`config.mk`:
```
export PLATFORM = sky130hd
export DESIGN_NAME = dice_race_turn_ctrl_flat
export DESIGN_NICKNAME = d
export VERILOG_FILES = /design/src/rtl/dice_race_turn_ctrl_if.sv /design/src/rtl/dice_race_turn_ctrl.sv /design/src/flat_wrapper.sv
export SDC_FILE = /design/constraint.sdc
export NUM_CORES = 1
export LEC_CHECK = 0
export CELL_PAD_IN_SITES_DETAIL_PLACEMENT = 1
export CELL_PAD_IN_SITES_GLOBAL_PLACEMENT = 1
export CORE_UTILIZATION = 35
export CTS_CLUSTER_DIAMETER = 120
export DETAILED_ROUTE_END_ITERATION = 8
export PLACE_DENSITY = 0.79
export SLEW_MARGIN = 10
export SYNTH_ARGS = -nofsm -noshare
export SYNTH_HDL_FRONTEND = slang
export SYNTH_SLANG_ARGS = --single-unit
```
`constraint.sdc`:
```
create_clock -name clk -period 3.6 [get_ports clk]
set_input_delay 0.72 -clock clk [delete_from_list [all_inputs] [get_ports clk]]
set_output_delay 0.72 -clock clk [all_outputs]
set_load 0.02 [all_outputs]
```
`src/rtl/dice_race_turn_ctrl_if.sv`:
```
// Bundle between the roll source and the turn controller.
// The slave side is the controller; the master side drives the rolls and observes game state.
interface dice_race_turn_ctrl_if #(
  parameter int POS_W = 5
);
  logic             start;
  logic             color_result_ready;
  logic [1:0]       movement_steps;
  logic             cur_player;
  logic [POS_W-1:0] pos_p0;
  logic [POS_W-1:0] pos_p1;
  logic             step_pulse;
  logic             busy;
  logic             winner_valid;
  logic             winner_id;
  logic [2:0]       state_o;

  modport slave (
    input  start, color_result_ready, movement_steps,
    output cur_player, pos_p0, pos_p1, step_pulse, busy, winner_valid, winner_id, state_o
  );

  modport master (
    output start, color_result_ready, movement_steps,
    input  cur_player, pos_p0, pos_p1, step_pulse, busy, winner_valid, winner_id, state_o
  );
endinterface

```
`src/rtl/dice_race_turn_ctrl.sv`:
```
// Two-player race sequencer: one roll per turn, squares advanced one at a time
// with a fixed dwell between squares, winner detection and turn alternation.
module dice_race_turn_ctrl #(
  parameter int BOARD_LEN  = 20,
  parameter int STEP_TICKS = 12_500_000,
  parameter int POS_W      = 5
) (
  input  logic                  clk,
  input  logic                  reset,
  dice_race_turn_ctrl_if.slave  bus
);
  localparam int TMR_W = (STEP_TICKS > 1) ? $clog2(STEP_TICKS) : 1;

  typedef enum logic [2:0] {
    IDLE       = 3'd0,
    WAIT_ROLL  = 3'd1,
    MOVE       = 3'd2,
    STEP_WAIT  = 3'd3,
    WAIT_CLEAR = 3'd4,
    WIN        = 3'd5
  } state_e;

  state_e                 state_q;
  logic [1:0][POS_W-1:0]  pos_q;
  logic                   cur_q;
  logic                   step_pulse_q;
  logic                   winner_id_q;
  logic [1:0]             steps_q;
  logic [TMR_W-1:0]       timer_q;
  logic [POS_W-1:0]       step_pos_d;

  // Position the current player lands on if a square is taken this cycle.
  assign step_pos_d = pos_q[cur_q] + POS_W'(1);

  always_ff @(posedge clk) begin
    if (reset) begin
      state_q      <= IDLE;
      pos_q        <= '0;
      cur_q        <= 1'b0;
      step_pulse_q <= 1'b0;
      winner_id_q  <= 1'b0;
      steps_q      <= '0;
      timer_q      <= '0;
    end else begin
      step_pulse_q <= 1'b0;
      case (state_q)
        IDLE: begin
          if (bus.start) state_q <= WAIT_ROLL;
        end
        WAIT_ROLL: begin
          if (bus.color_result_ready && bus.movement_steps != 2'd0) begin
            steps_q <= bus.movement_steps;
            state_q <= MOVE;
          end
        end
        MOVE: begin
          if (steps_q == 2'd0) begin
            state_q <= WAIT_CLEAR;
          end else begin
            pos_q[cur_q] <= step_pos_d;
            step_pulse_q <= 1'b1;
            steps_q      <= steps_q - 2'd1;
            if (step_pos_d == POS_W'(BOARD_LEN)) begin
              // Landing on the goal ends the game; leftover squares are dropped.
              winner_id_q <= cur_q;
              steps_q     <= '0;
              state_q     <= WIN;
            end else begin
              timer_q <= TMR_W'(STEP_TICKS - 1);
              state_q <= STEP_WAIT;
            end
          end
        end
        STEP_WAIT: begin
          if (timer_q == '0) state_q <= MOVE;
          else               timer_q <= timer_q - TMR_W'(1);
        end
        WAIT_CLEAR: begin
          // Only an empty-tray result hands over the turn, so a lingering die is not re-counted.
          if (bus.color_result_ready && bus.movement_steps == 2'd0) begin
            cur_q   <= ~cur_q;
            state_q <= WAIT_ROLL;
          end
        end
        WIN: begin
          if (bus.start) begin
            pos_q   <= '0;
            cur_q   <= 1'b0;
            state_q <= WAIT_ROLL;
          end
        end
        default: state_q <= IDLE;
      endcase
    end
  end

  assign bus.cur_player   = cur_q;
  assign bus.pos_p0       = pos_q[0];
  assign bus.pos_p1       = pos_q[1];
  assign bus.step_pulse   = step_pulse_q;
  assign bus.busy         = (state_q == MOVE) || (state_q == STEP_WAIT);
  assign bus.winner_valid = (state_q == WIN);
  assign bus.winner_id    = winner_id_q;
  assign bus.state_o      = state_q;
endmodule

```
`src/flat_wrapper.sv`:
```
// flat-port wrapper written by rule: the top's interface ports become plain ports
module dice_race_turn_ctrl_flat 
#(
  parameter int BOARD_LEN  = 20,
  parameter int STEP_TICKS = 12_500_000,
  parameter int POS_W      = 5
)
  (clk, reset, bus_start, bus_color_result_ready, bus_movement_steps, bus_cur_player, bus_pos_p0, bus_pos_p1, bus_step_pulse, bus_busy, bus_winner_valid, bus_winner_id, bus_state_o);
  dice_race_turn_ctrl_if #(.POS_W(POS_W)) bus_i ();
  input  logic clk;
  input  logic reset;
  input wire logic [$bits(bus_i.start)-1:0] bus_start;
  input wire logic [$bits(bus_i.color_result_ready)-1:0] bus_color_result_ready;
  input wire logic [$bits(bus_i.movement_steps)-1:0] bus_movement_steps;
  output wire logic [$bits(bus_i.cur_player)-1:0] bus_cur_player;
  output wire logic [$bits(bus_i.pos_p0)-1:0] bus_pos_p0;
  output wire logic [$bits(bus_i.pos_p1)-1:0] bus_pos_p1;
  output wire logic [$bits(bus_i.step_pulse)-1:0] bus_step_pulse;
  output wire logic [$bits(bus_i.busy)-1:0] bus_busy;
  output wire logic [$bits(bus_i.winner_valid)-1:0] bus_winner_valid;
  output wire logic [$bits(bus_i.winner_id)-1:0] bus_winner_id;
  output wire logic [$bits(bus_i.state_o)-1:0] bus_state_o;
  assign bus_i.start = bus_start;
  assign bus_i.color_result_ready = bus_color_result_ready;
  assign bus_i.movement_steps = bus_movement_steps;
  assign bus_cur_player = bus_i.cur_player;
  assign bus_pos_p0 = bus_i.pos_p0;
  assign bus_pos_p1 = bus_i.pos_p1;
  assign bus_step_pulse = bus_i.step_pulse;
  assign bus_busy = bus_i.busy;
  assign bus_winner_valid = bus_i.winner_valid;
  assign bus_winner_id = bus_i.winner_id;
  assign bus_state_o = bus_i.state_o;
  dice_race_turn_ctrl #(.BOARD_LEN(BOARD_LEN), .STEP_TICKS(STEP_TICKS), .POS_W(POS_W)) u_core (.clk(clk), .reset(reset), .bus(bus_i));
endmodule
```
==> Yosys cells after proc, flatten, opt, wreduce, memory -nomap -nowiden <==
Cells that the tools add are included.
{ "classes": {"n_reduce_logical": 21, "eq_ne": 14, "add_sub_neg": 3, "muxes": 27, "bitwise_logic": 3, "order_cmp": 2} }
{ "ops": {"columns": ["cell", "n"], "rows": [
  ["$mux W24", 3],
  ["$pmux W24 S2", 1],
  ["$logic_not A24 Y1", 1],
  ["$sub A24 B1 Y24 const B", 1],
  ["$mux W10", 2],
  ["$pmux W10 S2", 1],
  ["$mux W3", 6],
  ["$mux W5", 3],
  ["$pmux W3 S5", 1],
  ["$reduce_and A3 Y1", 4],
  ["$bwmux W10", 1],
  ["$reduce_bool A2 Y1", 5],
  ["$ne A2 B1 Y1 const B", 4],
  ["$ne A2 B2 Y1 const B", 4],
  ["$reduce_and A4 Y1", 2],
  ["$eq A3 B2 Y1 const B", 2],
  ["$eq A3 B3 Y1 const B", 2],
  ["$mux W2", 3],
  ["$add A5 B1 Y5 const B", 1],
  ["$demux W5 S1", 1],
  ["$eq A5 B5 Y1 const B", 1],
  ["$logic_not A2 Y1", 2],
  ["$pmux W2 S2", 1],
  ["$reduce_or A2 Y1", 2],
  ["other kinds (10)", 16]
]} }
{ "totals": {"regBits": 42, "word_cells": 78} }

==> Logic depth before layout (Yosys ltp) <==
{ "depth": {"word_depth": 7, "mapped_depth": 9} }

==> Least setup slack after synthesis <==
Ideal clock, no wire load.
{ "synth_path": {"path_type": "register to register", "startpoint": "reg u_core.cur_q, in the netlist u_core.bus.cur_player", "endpoint": "reg u_core.timer_q[14]", "period_less_slack_ps": 2425, "n_path_buf": 3, "t_arrival_ps": 2301, "t_required_ps": 3476, "setup_slack_ps": 1175, "path_stages_with_launch": 10, "path_cell_list": "dfxtp_1 -> clkbuf_1 -> clkbuf_1 -> mux2_2 -> ha_1 -> o211a_1 -> nand2b_1 -> nand2b_1 -> clkbuf_1 -> nor2_1"} }
{ "synth_via": {"elab_chain_len": 6} }
{ "synth_rtl": {"columns": ["item", "line_no", "rtl"], "rows": [
  ["from (decl)", "dice_race_turn_ctrl.sv:25", "logic cur_q;"],
  ["from (signal assigned)", "dice_race_turn_ctrl.sv:81", "cur_q <= ~cur_q;"],
  ["$mux W5 (implied by the code) (2 in series)", "dice_race_turn_ctrl.sv:33", "assign step_pos_d = pos_q[cur_q] + POS_W'(1);"],
  ["$add A5 B1 Y5", "dice_race_turn_ctrl.sv:33", null],
  ["$eq A5 B5 Y1", "dice_race_turn_ctrl.sv:63", "if (step_pos_d == POS_W'(BOARD_LEN)) begin"],
  ["$ne A2 B2 Y1 (no line)", null, null],
  ["$reduce_and A4 Y1 (no line)", null, null],
  ["to (signal assigned)", "dice_race_turn_ctrl.sv:69", "timer_q <= TMR_W'(STEP_TICKS - 1);"],
  ["to (signal assigned)", "dice_race_turn_ctrl.sv:76", "else timer_q <= timer_q - TMR_W'(1);"],
  ["to (decl)", "dice_race_turn_ctrl.sv:29", "logic [TMR_W-1:0] timer_q;"]
]} }
No other way between the ends. The select of a mux whose other input is x is not followed.
A chain may end at the register's enable or synchronous reset.

==> Final worst setup path <==
{ "layout_path": {"startpoint": "reg u_core.state_q[0], in the netlist u_core.bus.state_o[0]", "endpoint": "out bus_winner_valid"} }
{ "layout_via": {"elab_chain_len": 1} }
{ "layout_rtl": {"columns": ["item", "line_no", "rtl"], "rows": [
  ["from (decl)", "dice_race_turn_ctrl.sv:23", "state_e state_q;"],
  ["from (signal assigned)", "dice_race_turn_ctrl.sv:37", "state_q <= IDLE;"],
  ["from (signal assigned)", "dice_race_turn_ctrl.sv:48", "if (bus.start) state_q <= WAIT_ROLL;"],
  ["from (signal assigned)", "dice_race_turn_ctrl.sv:53", "state_q <= MOVE;"],
  ["$eq A3 B3 Y1", "dice_race_turn_ctrl.sv:102", "assign bus.winner_valid = (state_q == WIN);"],
  ["to (decl)", "flat_wrapper.sv:20", "output wire logic [$bits(bus_i.winner_valid)-1:0] bus_winner_valid;"]
]} }
No other way between the ends.

==> flow_summary.toml <==
[layout]
finalNetCount = 296
num_antenna_cells = 0
mostFrequentLayoutCells = "dfxtp_1, nor2_1, a21oi_1, clkdlybuf4s50_1"
design_area_mm2 = 0.00267
multiInputGateArea_mm2 = 0.00135
drive_gt1_frac = 0.105
syn_to_final_growth_pct = 17.6
regArea_um2 = 841
utilization = 0.438
fillers = 749
final_common_cell = "dfxtp_1"

[cts]
numCtsBuffers = 5
postCtsSetupBuffers = 0
cts.path.max_buffers = 2
cts.sinks = 42
cts_resized = 0
hold_buffers = 0
clk_pin_slew_worst_paths_ns = 0.09
cts_tree = "yes"
clk_latency_ns = 0.30
cts_root_buf = "clkbuf_8"
cts-htree-levels = 2

[setup_path]
crit_buf_inv = 2
reg2reg_to = "u_core.timer_q[5]$_SDFFE_PP0P_"
critPathTopFamily = "buffers and inverters"
cp.required_ns = 2.88
end_kind = "output port"
worstPathMaxFanout = 17
crit_arrival_ns = 1.93
critPathKind = "reg2out"
crit_path_max_incr_delay_ns = 0.66
reg2reg_setup_slack_ns = 0.99
critPathLaunchType = "flip-flop"
crit_chain = "inv_1, nor2_1, clkdlybuf4s50_1"
slowest_stage = "dfxtp_1"
ff2ff_path_depth = 6
r2r-start = "u_core.bus.cur_player$_SDFFE_PP0P_"

[logic_synthesis]
synthFlopType = "dfxtp_1"
synth_area_per_cell_um2 = 8.50
synth-edff-count = 0
async_flop_share = 0
synthesis.area_mm2 = 0.00227
synth_seq_cells = 42
yosysTopAreaCell = "dfxtp_1"
yosysWarnings = 0
synth_area_leaders = "dfxtp_1, a21oi_1, xnor2_1"
yosysTopAreaCellShare = 0.370
syn_inst = 267
synth.net_count = 277
ys_seq_area_frac = 0.370
ys_types = 45

[sta]
fin_crit_sh = 0.736
rsz0062_at_grt = "no"
worst_pin_slew_ns = 0.910
timing.slew.headroom = 0.385
drv_slew = 0
finalCriticalPeriod_ns = 2.65
finalHoldViolations = 0
tns_ns = 0
setup_violations = 0
fmax_mhz = 377
skew_ns = 0.0121

[power]
p_leak_uw = 0.000888
peakVddDrop_mv = 0.214
powerDensity_mw_per_mm2 = 425
p_total_uw = 1130

[placement]
place.gp.congestion = 0.794
port_buffers = 23
placed_area_mm2 = 0.00256
post-dp-hpwl_um = 4140

[die]
dieArea_mm2 = 0.00681
rows = 28
core_mm2 = 0.00610
die_w_um = 82.5
die_height_um = 82.5
initial_core_util = 0.372
io-pin-count = 24

[detailed_routing]
drt_iter0_markers = 110
firstDrtPassIters = 4
wl_um = 5720
drc = 0
post_drt_wl_per_cell_um = 15.8
avgViaCountPerCell = 5.60
ant_nets = 0
route.vias.total = 2028

[global_route]
grt_pass1_vias = 2056
grt_pass1_wl_um = 9900
grt_start_max_net_pins = 25
antenna_found_initial = 0
grt.total_usage = 0.190
grt-ovfl-total = 0

[worst_hold_path]
whs_path_depth = 2
min_path_type = "reg2reg"
holdPathEnd = "u_core.bus.pos_p0[4]$_SDFFE_PP0P_"
worstHoldStart = "u_core.bus.pos_p0[4]$_SDFFE_PP0P_"

[flow_run]
cap_violations = 0

[status]
status = "finished clean"
## through the flow
stage / setup slack, ns / cells / hold WS, ns
6_report: 0.949 / 362 / 0.503
3_3_place_gp: 1.11 / 354 / 0.472
5_1_grt: 0.788 / 362 / 0.523
2_1_floorplan: 1.17 / 267 / 0.478
3_5_place_dp: 1.00 / 354 / 0.490
4_1_cts: 0.931 / 362 / 0.506
## how the worst max path moves through the flow
| stage | slack (ns) | cells past startpoint | to | from |
|---|---|---|---|---|
| 2_1_floorplan | 1.17 | 9 | u_core.timer_q[14]$_SDFFE_PP0P_ | u_core.bus.cur_player$_SDFFE_PP0P_ |
| 3_3_place_gp | 1.11 | 6 | u_core.timer_q[16]$_SDFFE_PP0P_ | u_core.bus.cur_player$_SDFFE_PP0P_ |
| 3_5_place_dp | 1.00 | 6 | u_core.timer_q[14]$_SDFFE_PP0P_ | u_core.bus.cur_player$_SDFFE_PP0P_ |
| 4_1_cts | 0.93 | 3 | bus_winner_valid | u_core.bus.state_o[0]$_SDFFE_PP0P_ |
| 5_1_grt | 0.79 | 6 | u_core.timer_q[14]$_SDFFE_PP0P_ | u_core.bus.cur_player$_SDFFE_PP0P_ |
| 6_report | 0.95 | 3 | bus_winner_valid | u_core.bus.state_o[0]$_SDFFE_PP0P_ |
## logic make-up (layout without fill, tap and decap cells)
kind of cell,Yosys count,in the layout,share of synthesized area
AND/OR/NAND/NOR,115,115,0.305
AO/OA/AOI/OAI,62,62,0.167
flip-flops,42,42,0.370
XOR/XNOR,19,19,0.0733
buffers and inverters,19,39,0.0336
multiplexers,6,6,0.0287
adder cells (fa/ha/maj),4,4,0.0221
## registers in the layout, indices dropped and copies added, names as in the netlist
| register | count |
|---|---|
| u_core.bus.step_pulse | 1 |
| u_core.bus.pos_p1 | 5 |
| u_core.bus.state_o | 3 |
| u_core.bus.winner_id | 1 |
| u_core.steps_q | 2 |
| u_core.bus.pos_p0 | 5 |
| u_core.timer_q | 24 |
| u_core.bus.cur_player | 1 |
## cells in the mapped netlist, types with 5 or more instances
library cell,count
a21oi_1,30
inv_1,5
nand3_1,6
dfxtp_1,42
nor3_1,16
nand2_1,13
nor2_1,30
clkbuf_1,12
xnor2_1,16
o21ai_0,9
a211oi_1,13
## power by group
part | internal, µW | switching [µW] | total (µW)
clock | 207 | 165 | 372
combinational | 95.8 | 147 | 243
sequential | 483 | 36.4 | 519
total | 786 | 349 | 1130
## layout make-up
| type | count | area share |
|---|---|---|
| inverter | 5 | 0.00703 |
| sequential | 42 | 0.315 |
| timing repair buffer | 26 | 0.0947 |
| clock inverter | 2 | 0.0141 |
| tap | 75 | 0.0352 |
| clock buffer | 6 | 0.0272 |
| multi-input combinational | 206 | 0.507 |
## layer usage
layer	vias up	wire, µm	GRT usage	part of all wire
met5	-	0	0	0
met4	0	97	0.0603	0.017
met3	10	123	0.0341	0.021
met2	23	2750	0.311	0.48
met1	989	2750	0.253	0.48
li1	1006	-	-	-
## worst reg2reg max path: stages, from the launching register on
cell and delay [ns]:
dfxtp_1 0.67, mux2_2 0.42, ha_1 0.27, o211a_1 0.22, nand2b_1 0.42, nand2b_1 0.41
nor2_1 0.09
(Power assumes the default switching activity.)
